File: config.mk
export PLATFORM = sky130hd
export DESIGN_NAME = vga_cmd_controller_flat
export DESIGN_NICKNAME = d
export VERILOG_FILES = /design/src/rtl/vga_cmd_controller_pkg.sv /design/src/rtl/vga_cmd_controller_if.sv /design/src/rtl/vga_cmd_controller_resp_tx_queue.sv /design/src/rtl/vga_cmd_controller.sv /design/src/flat_wrapper.sv
export SDC_FILE = /design/constraint.sdc
export NUM_CORES = 1
export LEC_CHECK = 0
export ABC_CLOCK_PERIOD_IN_PS = 2200
export CORE_MARGIN = 5
export CORE_UTILIZATION = 48
export DETAILED_ROUTE_END_ITERATION = 10
export PLACE_DENSITY_LB_ADDON = 0.05
export SKIP_LAST_GASP = 1
export SLEW_MARGIN = 20
export SYNTH_ARGS = -nofsm -noshare
export SYNTH_HDL_FRONTEND = slang
export SYNTH_SLANG_ARGS = --single-unit
File: constraint.sdc
create_clock -name i_clk -period 2.2 [get_ports i_clk]
set_input_delay 0.66 -clock i_clk [delete_from_list [all_inputs] [get_ports i_clk]]
set_output_delay 0.66 -clock i_clk [all_outputs]
set_load 0.05 [all_outputs]
File: src/rtl/vga_cmd_controller_pkg.sv
// Shared types and constants for the VGA command controller.
// Opcodes, response bytes, FSM encodings and a colour helper.
package vga_cmd_pkg;

  localparam logic [7:0] CMD_PATTERN = 8'h50;
  localparam logic [7:0] CMD_COLOR   = 8'h46;
  localparam logic [7:0] CMD_QUERY   = 8'h3F;
  localparam logic [7:0] RSP_OK      = 8'h4B;
  localparam logic [7:0] RSP_ERR     = 8'h45;

  typedef enum logic [1:0] {
    S_IDLE,
    S_ARG,
    S_WAIT_VB
  } parse_state_t;

  typedef enum logic {
    T_IDLE,
    T_WAIT
  } tx_state_t;

  // Widen an 8-bit argument to RGB333 by repeating the top blue bit.
  function automatic logic [8:0] rgb333(input logic [7:0] a);
    return {a[7:5], a[4:2], a[1:0], a[1]};
  endfunction

endpackage

File: src/rtl/vga_cmd_controller_if.sv
// UART/video-facing bundle of the command controller.
// The slave side is the controller, the master side its environment.
interface vga_cmd_controller_if;

  logic [7:0] i_rx_byte;
  logic       i_rx_valid;
  logic       i_vblank;
  logic       i_tx_active;
  logic       i_tx_done;
  logic [7:0] o_tx_byte;
  logic       o_tx_dv;
  logic [3:0] o_pattern;
  logic [8:0] o_fg_color;
  logic       o_busy;
  logic       o_resp_drop;

  modport slave (
    input  i_rx_byte, i_rx_valid, i_vblank,
    input  i_tx_active, i_tx_done,
    output o_tx_byte, o_tx_dv, o_pattern,
    output o_fg_color, o_busy, o_resp_drop
  );

  modport master (
    output i_rx_byte, i_rx_valid, i_vblank,
    output i_tx_active, i_tx_done,
    input  o_tx_byte, o_tx_dv, o_pattern,
    input  o_fg_color, o_busy, o_resp_drop
  );

endinterface

File: src/rtl/vga_cmd_controller_resp_tx_queue.sv
// Single-entry response slot feeding the UART transmitter.
// A newer response overwrites an unsent one and flags the drop.
module resp_tx_queue
  import vga_cmd_pkg::*;
(
  input  logic       i_clk,
  input  logic       i_rst,
  input  logic       wr,
  input  logic [7:0] wr_data,
  input  logic       tx_active,
  input  logic       tx_done,
  output logic [7:0] tx_byte,
  output logic       tx_dv,
  output logic       drop
);

  tx_state_t  tstate;
  logic [7:0] rbyte;
  logic       pend;
  logic       launch;

  assign launch = (tstate == T_IDLE) & pend & ~tx_active;

  // Queue slot plus launch/wait-for-done transmit sequencing.
  always_ff @(posedge i_clk) begin
    if (i_rst) begin
      tstate  <= T_IDLE;
      rbyte   <= '0;
      pend    <= 1'b0;
      tx_byte <= '0;
      tx_dv   <= 1'b0;
      drop    <= 1'b0;
    end else begin
      tx_dv <= 1'b0;
      drop  <= 1'b0;
      if (wr) begin
        rbyte <= wr_data;
        pend  <= 1'b1;
        drop  <= pend & ~launch;
      end else if (launch) begin
        pend <= 1'b0;
      end
      case (tstate)
        T_IDLE: begin
          if (launch) begin
            tx_byte <= rbyte;
            tx_dv   <= 1'b1;
            tstate  <= T_WAIT;
          end
        end
        T_WAIT: begin
          if (tx_done) tstate <= T_IDLE;
        end
        default: tstate <= T_IDLE;
      endcase
    end
  end

endmodule

File: src/rtl/vga_cmd_controller.sv
// Command parser with shadow registers committed on vblank.
// Replies go out one byte at a time through resp_tx_queue.
module vga_cmd_controller
  import vga_cmd_pkg::*;
#(
  parameter int         TIMEOUT_CYCLES   = 2500000,
  parameter logic [3:0] RESET_PATTERN    = 4'h0,
  parameter logic [8:0] RESET_COLOR      = 9'h1FF,
  parameter bit         COMMIT_ON_VBLANK = 1'b1
) (
  input logic i_clk,
  input logic i_rst,
  vga_cmd_controller_if.slave bus
);

  localparam int TW = $clog2(TIMEOUT_CYCLES + 1);
  localparam logic [TW-1:0] T_LAST =
    TW'(TIMEOUT_CYCLES - 1);

  parse_state_t  state;
  logic [7:0]    op_q;
  logic [7:0]    arg_q;
  logic [TW-1:0] timer;
  logic          vb_d;
  logic [3:0]    pat_q;
  logic [8:0]    fg_q;
  logic          busy_q;

  logic       vb_rise;
  logic       commit;
  logic       has_arg;
  logic       is_query;
  logic       q_wr;
  logic [7:0] q_data;

  assign vb_rise  = bus.i_vblank & ~vb_d;
  assign commit   = (state == S_WAIT_VB) &
                    (COMMIT_ON_VBLANK ? vb_rise : 1'b1);
  assign has_arg  = (bus.i_rx_byte == CMD_PATTERN) |
                    (bus.i_rx_byte == CMD_COLOR);
  assign is_query = bus.i_rx_byte == CMD_QUERY;

  // Pick the response byte queued this cycle, if any.
  always_comb begin
    q_wr   = 1'b0;
    q_data = RSP_ERR;
    case (state)
      S_IDLE: begin
        if (bus.i_rx_valid && !has_arg) begin
          q_wr   = 1'b1;
          q_data = is_query ? {4'h0, pat_q} : RSP_ERR;
        end
      end
      S_ARG: begin
        if (!bus.i_rx_valid && timer == T_LAST)
          q_wr = 1'b1;
      end
      S_WAIT_VB: begin
        unique case (1'b1)
          commit: begin
            q_wr   = 1'b1;
            q_data = RSP_OK;
          end
          bus.i_rx_valid: q_wr = 1'b1;
          default: ;
        endcase
      end
      default: ;
    endcase
  end

  // Delay vblank by one cycle; reset high to hide a false edge.
  always_ff @(posedge i_clk) begin
    if (i_rst) vb_d <= 1'b1;
    else       vb_d <= bus.i_vblank;
  end

  // Parser FSM, shadow argument and committed video registers.
  always_ff @(posedge i_clk) begin
    if (i_rst) begin
      state  <= S_IDLE;
      op_q   <= '0;
      arg_q  <= '0;
      timer  <= '0;
      pat_q  <= RESET_PATTERN;
      fg_q   <= RESET_COLOR;
      busy_q <= 1'b0;
    end else begin
      case (state)
        S_IDLE: begin
          if (bus.i_rx_valid && has_arg) begin
            op_q   <= bus.i_rx_byte;
            timer  <= '0;
            state  <= S_ARG;
            busy_q <= 1'b1;
          end
        end
        S_ARG: begin
          if (bus.i_rx_valid) begin
            arg_q <= bus.i_rx_byte;
            state <= S_WAIT_VB;
          end else if (timer == T_LAST) begin
            state  <= S_IDLE;
            busy_q <= 1'b0;
          end else begin
            timer <= timer + TW'(1);
          end
        end
        S_WAIT_VB: begin
          if (commit) begin
            if (op_q == CMD_PATTERN) pat_q <= arg_q[3:0];
            else                     fg_q  <= rgb333(arg_q);
            state  <= S_IDLE;
            busy_q <= 1'b0;
          end
        end
        default: begin
          state  <= S_IDLE;
          busy_q <= 1'b0;
        end
      endcase
    end
  end

  resp_tx_queue u_txq (
    .i_clk     (i_clk),
    .i_rst     (i_rst),
    .wr        (q_wr),
    .wr_data   (q_data),
    .tx_active (bus.i_tx_active),
    .tx_done   (bus.i_tx_done),
    .tx_byte   (bus.o_tx_byte),
    .tx_dv     (bus.o_tx_dv),
    .drop      (bus.o_resp_drop)
  );

  assign bus.o_pattern  = pat_q;
  assign bus.o_fg_color = fg_q;
  assign bus.o_busy     = busy_q;

endmodule

File: src/flat_wrapper.sv
// flat-port wrapper written by rule: the top's interface ports become plain ports
module vga_cmd_controller_flat import vga_cmd_pkg::*;
#(
  parameter int         TIMEOUT_CYCLES   = 2500000,
  parameter logic [3:0] RESET_PATTERN    = 4'h0,
  parameter logic [8:0] RESET_COLOR      = 9'h1FF,
  parameter bit         COMMIT_ON_VBLANK = 1'b1
)
  (i_clk, i_rst, bus_i_rx_byte, bus_i_rx_valid, bus_i_vblank, bus_i_tx_active, bus_i_tx_done, bus_o_tx_byte, bus_o_tx_dv, bus_o_pattern, bus_o_fg_color, bus_o_busy, bus_o_resp_drop);
  vga_cmd_controller_if bus_i ();
  input logic i_clk;
  input logic i_rst;
  input wire logic [$bits(bus_i.i_rx_byte)-1:0] bus_i_rx_byte;
  input wire logic [$bits(bus_i.i_rx_valid)-1:0] bus_i_rx_valid;
  input wire logic [$bits(bus_i.i_vblank)-1:0] bus_i_vblank;
  input wire logic [$bits(bus_i.i_tx_active)-1:0] bus_i_tx_active;
  input wire logic [$bits(bus_i.i_tx_done)-1:0] bus_i_tx_done;
  output wire logic [$bits(bus_i.o_tx_byte)-1:0] bus_o_tx_byte;
  output wire logic [$bits(bus_i.o_tx_dv)-1:0] bus_o_tx_dv;
  output wire logic [$bits(bus_i.o_pattern)-1:0] bus_o_pattern;
  output wire logic [$bits(bus_i.o_fg_color)-1:0] bus_o_fg_color;
  output wire logic [$bits(bus_i.o_busy)-1:0] bus_o_busy;
  output wire logic [$bits(bus_i.o_resp_drop)-1:0] bus_o_resp_drop;
  assign bus_i.i_rx_byte = bus_i_rx_byte;
  assign bus_i.i_rx_valid = bus_i_rx_valid;
  assign bus_i.i_vblank = bus_i_vblank;
  assign bus_i.i_tx_active = bus_i_tx_active;
  assign bus_i.i_tx_done = bus_i_tx_done;
  assign bus_o_tx_byte = bus_i.o_tx_byte;
  assign bus_o_tx_dv = bus_i.o_tx_dv;
  assign bus_o_pattern = bus_i.o_pattern;
  assign bus_o_fg_color = bus_i.o_fg_color;
  assign bus_o_busy = bus_i.o_busy;
  assign bus_o_resp_drop = bus_i.o_resp_drop;
  vga_cmd_controller #(.TIMEOUT_CYCLES(TIMEOUT_CYCLES), .RESET_PATTERN(RESET_PATTERN), .RESET_COLOR(RESET_COLOR), .COMMIT_ON_VBLANK(COMMIT_ON_VBLANK)) u_core (.i_clk(i_clk), .i_rst(i_rst), .bus(bus_i));
endmodule
==> impl_metrics.yaml <==
worst_hold_path:
  worstHoldPathType: "reg2reg"
  min_to: "u_core.op_q[0]$_SDFFE_PP0P_"
  hp-start: "u_core.op_q[0]$_SDFFE_PP0P_"
  hold_path_depth: 1
synth:
  synth_seq_cells: 68
  ys.flop_type: "dfxtp_1"
  synthArstFlopShare_pct: 0
  synth_cell_types: 52
  yosysWarnings: 0
  syn-mean-instance-area_um2: 9.30
  yosysSeqAreaShare_pct: 46.0
  synth_edf_count: 0
  synthCells: 318
  netlist_area_um2: 2960
timing:
  fin_worst_skew_ns: 0.00766
  relSlewSlack_pct: 65.6
  fmax_ghz: 0.465
  period_needed_ns: 2.15
  hold_viol_final: 0
  period_share_pct: 97.7
  rsz0062_at_grt: "no"
  tightest_slew_ns: 0.514
  slew_viol_final: 0
  setup_viol: 0
  fin_hold_ws_ns: 0.460
critical_path:
  r2r_end: "u_core.timer[3]$_SDFFE_PP0P_"
  cpMaxStageDelayCell: "clkdlybuf4s50_1"
  critPathMaxStageDelay_ns: 0.44
  end_kind: "flop"
  r2r_slack_ns: 0.15
  rr_worst_depth: 7
  crit_type: "in2reg"
  critPathMaxFanout: 3
  worst_ep_arrival_time_ns: 2.42
  crit_path_start: "bus_i_rx_byte[1]"
  start_kind: "input port"
  required_ns: 2.47
  path_cells: "clkdlybuf4s50_1 -> or3b_4 -> a2111oi_4 -> nand2_2 -> or3_1 -> a31oi_1"
  rr_startpoint: "u_core.timer[0]$_SDFFE_PP0P_"
drt:
  vias_per_cell: 5.21
  vias: 2445
  drt_iter0_drc: 117
  wl_um: 6320
  final_antenna_net_count: 0
  drc_errors: 0
  wl_per_cell_um: 13.5
  drt-pass1-iter-count: 4
place:
  dp.cells: 453
  portBuffers: 34
  place_congestion: 0.848
  placed_cell_area_um2: 3590
  hpwl_um: 4650
clock_network:
  path_clk_slew_ns: 0.07
  cts_max_path_buffers: 2
  cts_sinks: 68
  cts_tree: "done"
  clock_latency_ns: 0.34
  postCtsSetupBuffers: 0
  cts_root_buf: "clkbuf_8"
  cts_made_buffers: 9
  hold_buffers: 0
  htree_levels: 3
die:
  fp.dieH_um: 88.5
  core-area_um2: 5960
  die_x_um: 88.5
  dieArea_um2: 7830
  num_rows: 28
  initial_utilization_pct: 49.6
  io_pins: 38
outcome:
  outcome: "finished, final reports clean"
layout:
  final_cell_mix: "68 x dfxtp_1, 43 x nor2_1, 42 x buf_4"
  final_nets: 404
  num_antenna_cells: 0
  area_growth_pct: 29.3
  nFillCells: 531
  final_util_pct: 64.2
  final_cell_area_um2: 3820
  final_common_cell: "dfxtp_1"
  drive_gt1_share_pct: 18.5
  final_cells: 469
global_routing:
  track_usage_pct: 17.8
  overflow: 0
  grt_antenna_before_repair: 0
  first_global_vias: 2329
  grt_pass1_wl_um: 10800
  grt_start_max_net_pins: 24
flow_run:
  maxCapViolCount: 0
power_and_ir_drop:
  peakVddDrop_uv: 430
  powerDensity_nw_per_um2: 654
  p_leak_nw: 1.49
[per-layer routing]
metal	vias up	routed length [µm]	track usage (%)
met1	1126	3190	24.7
li1	1271	-	-
met4	0	115	9.48
met3	10	281	3.82
met2	38	2740	26.0
met5	-	0	0
[what timing repair did]
| item | in CTS | in global routing |
|---|---|---|
| gates resized for setup | 10 | 6 |
| pin swaps | 4 | 3 |
| endpoints found under the setup margin | 41 | 29 |
| cloned | 0 | 0 |
[worst max path at each step]
stage,end,cells past startpoint
6_report,u_core.bus.o_busy$_SDFFE_PP0P_,6
5_1_grt,bus_o_tx_byte[0],1
4_1_cts,u_core.bus.o_busy$_SDFFE_PP0P_,6
3_5_place_dp,u_core.bus.o_busy$_SDFFE_PP0P_,6
3_3_place_gp,u_core.bus.o_busy$_SDFFE_PP0P_,6
2_1_floorplan,u_core.bus.o_busy$_SDFFE_PP0P_,5
[worst max-delay path: cells and delay by family]
family | cells | cell delay, ns
AOI/OAI and AO/OA | 2 | 0.53
and+or+nand+nor | 3 | 0.79
buffers and inverters | 1 | 0.44
[metrics by stage]
stage | setup TNS (ns) | total power [mW] | worst slack, ns
global placement | -15.18 | 1.43 | -0.469
finish | 0 | 2.50 | 0.0512
floorplan | 0 | 1.36 | 0.00247
global route | 0 | 2.61 | 0.00464
detailed placement | -16.21 | 1.43 | -0.508
CTS | -0.0270 | 2.53 | -0.0270
[power by group]
group / total, mW / internal (mW) / switching [mW]
Sequential: 1.25 / 1.24 / 0.00681
Clock: 1.11 / 0.633 / 0.472
Combinational: 0.147 / 0.0632 / 0.0836
Total: 2.50 / 1.94 / 0.562
[layout make-up]
| cell class | instances | area [µm²] | area share [%] |
|---|---|---|---|
| clock buffers | 9 | 124 | 3.24 |
| clock inverters | 7 | 91.3 | 2.39 |
| inverters | 7 | 26.3 | 0.687 |
| multi-input cells | 228 | 1490 | 38.8 |
| flip-flops and latches | 68 | 1360 | 35.6 |
| well taps | 75 | 93.8 | 2.45 |
| repair buffers | 75 | 642 | 16.8 |
[state kept, by name, summed over array words and instances, names as in the netlist]
register,count
u_core.arg_q,8
u_core.bus.o_fg_color,8
u_core.bus.o_busy,1
u_core.u_txq.drop,1
u_core.u_txq.tx_byte,5
u_core.state,2
u_core.bus.o_pattern,4
u_core.u_txq.tx_dv,1
u_core.timer,22
u_core.op_q,8
u_core.vb_d,1
u_core.u_txq.rbyte,5
u_core.u_txq.pend,1
u_core.u_txq.tstate,1
[cell usage after synthesis, types with 8 or more instances]
| master | instances | area, µm² |
|---|---|---|
| nor3_1 | 13 | 65.1 |
| a21oi_1 | 12 | 60.1 |
| nor2b_1 | 9 | 56.3 |
| nand2_1 | 13 | 48.8 |
| dfxtp_1 | 68 | 1360 |
| o21ai_0 | 11 | 55.1 |
| nor2_1 | 43 | 161 |
| mux2i_1 | 20 | 200 |
| buf_4 | 9 | 67.6 |
| or3_1 | 10 | 62.6 |
| nand3_1 | 14 | 70.1 |
| a211o_1 | 8 | 70.1 |
[logic make-up (layout without fill, tap and decap cells)]
kind of cell / Yosys count / after routing / synth area share, %
multiplexers: 20 / 20 / 6.77
flip-flops: 68 / 68 / 46.0
other: 1 / 3 / 0.127
AO/OA/AOI/OAI: 45 / 45 / 11.0
XOR/XNOR: 11 / 11 / 3.26
AND/OR/NAND/NOR: 148 / 148 / 27.8
buffers and inverters: 24 / 98 / 4.53
adder cells (fa/ha/maj): 1 / 1 / 0.423
(Power assumes the default switching activity.)
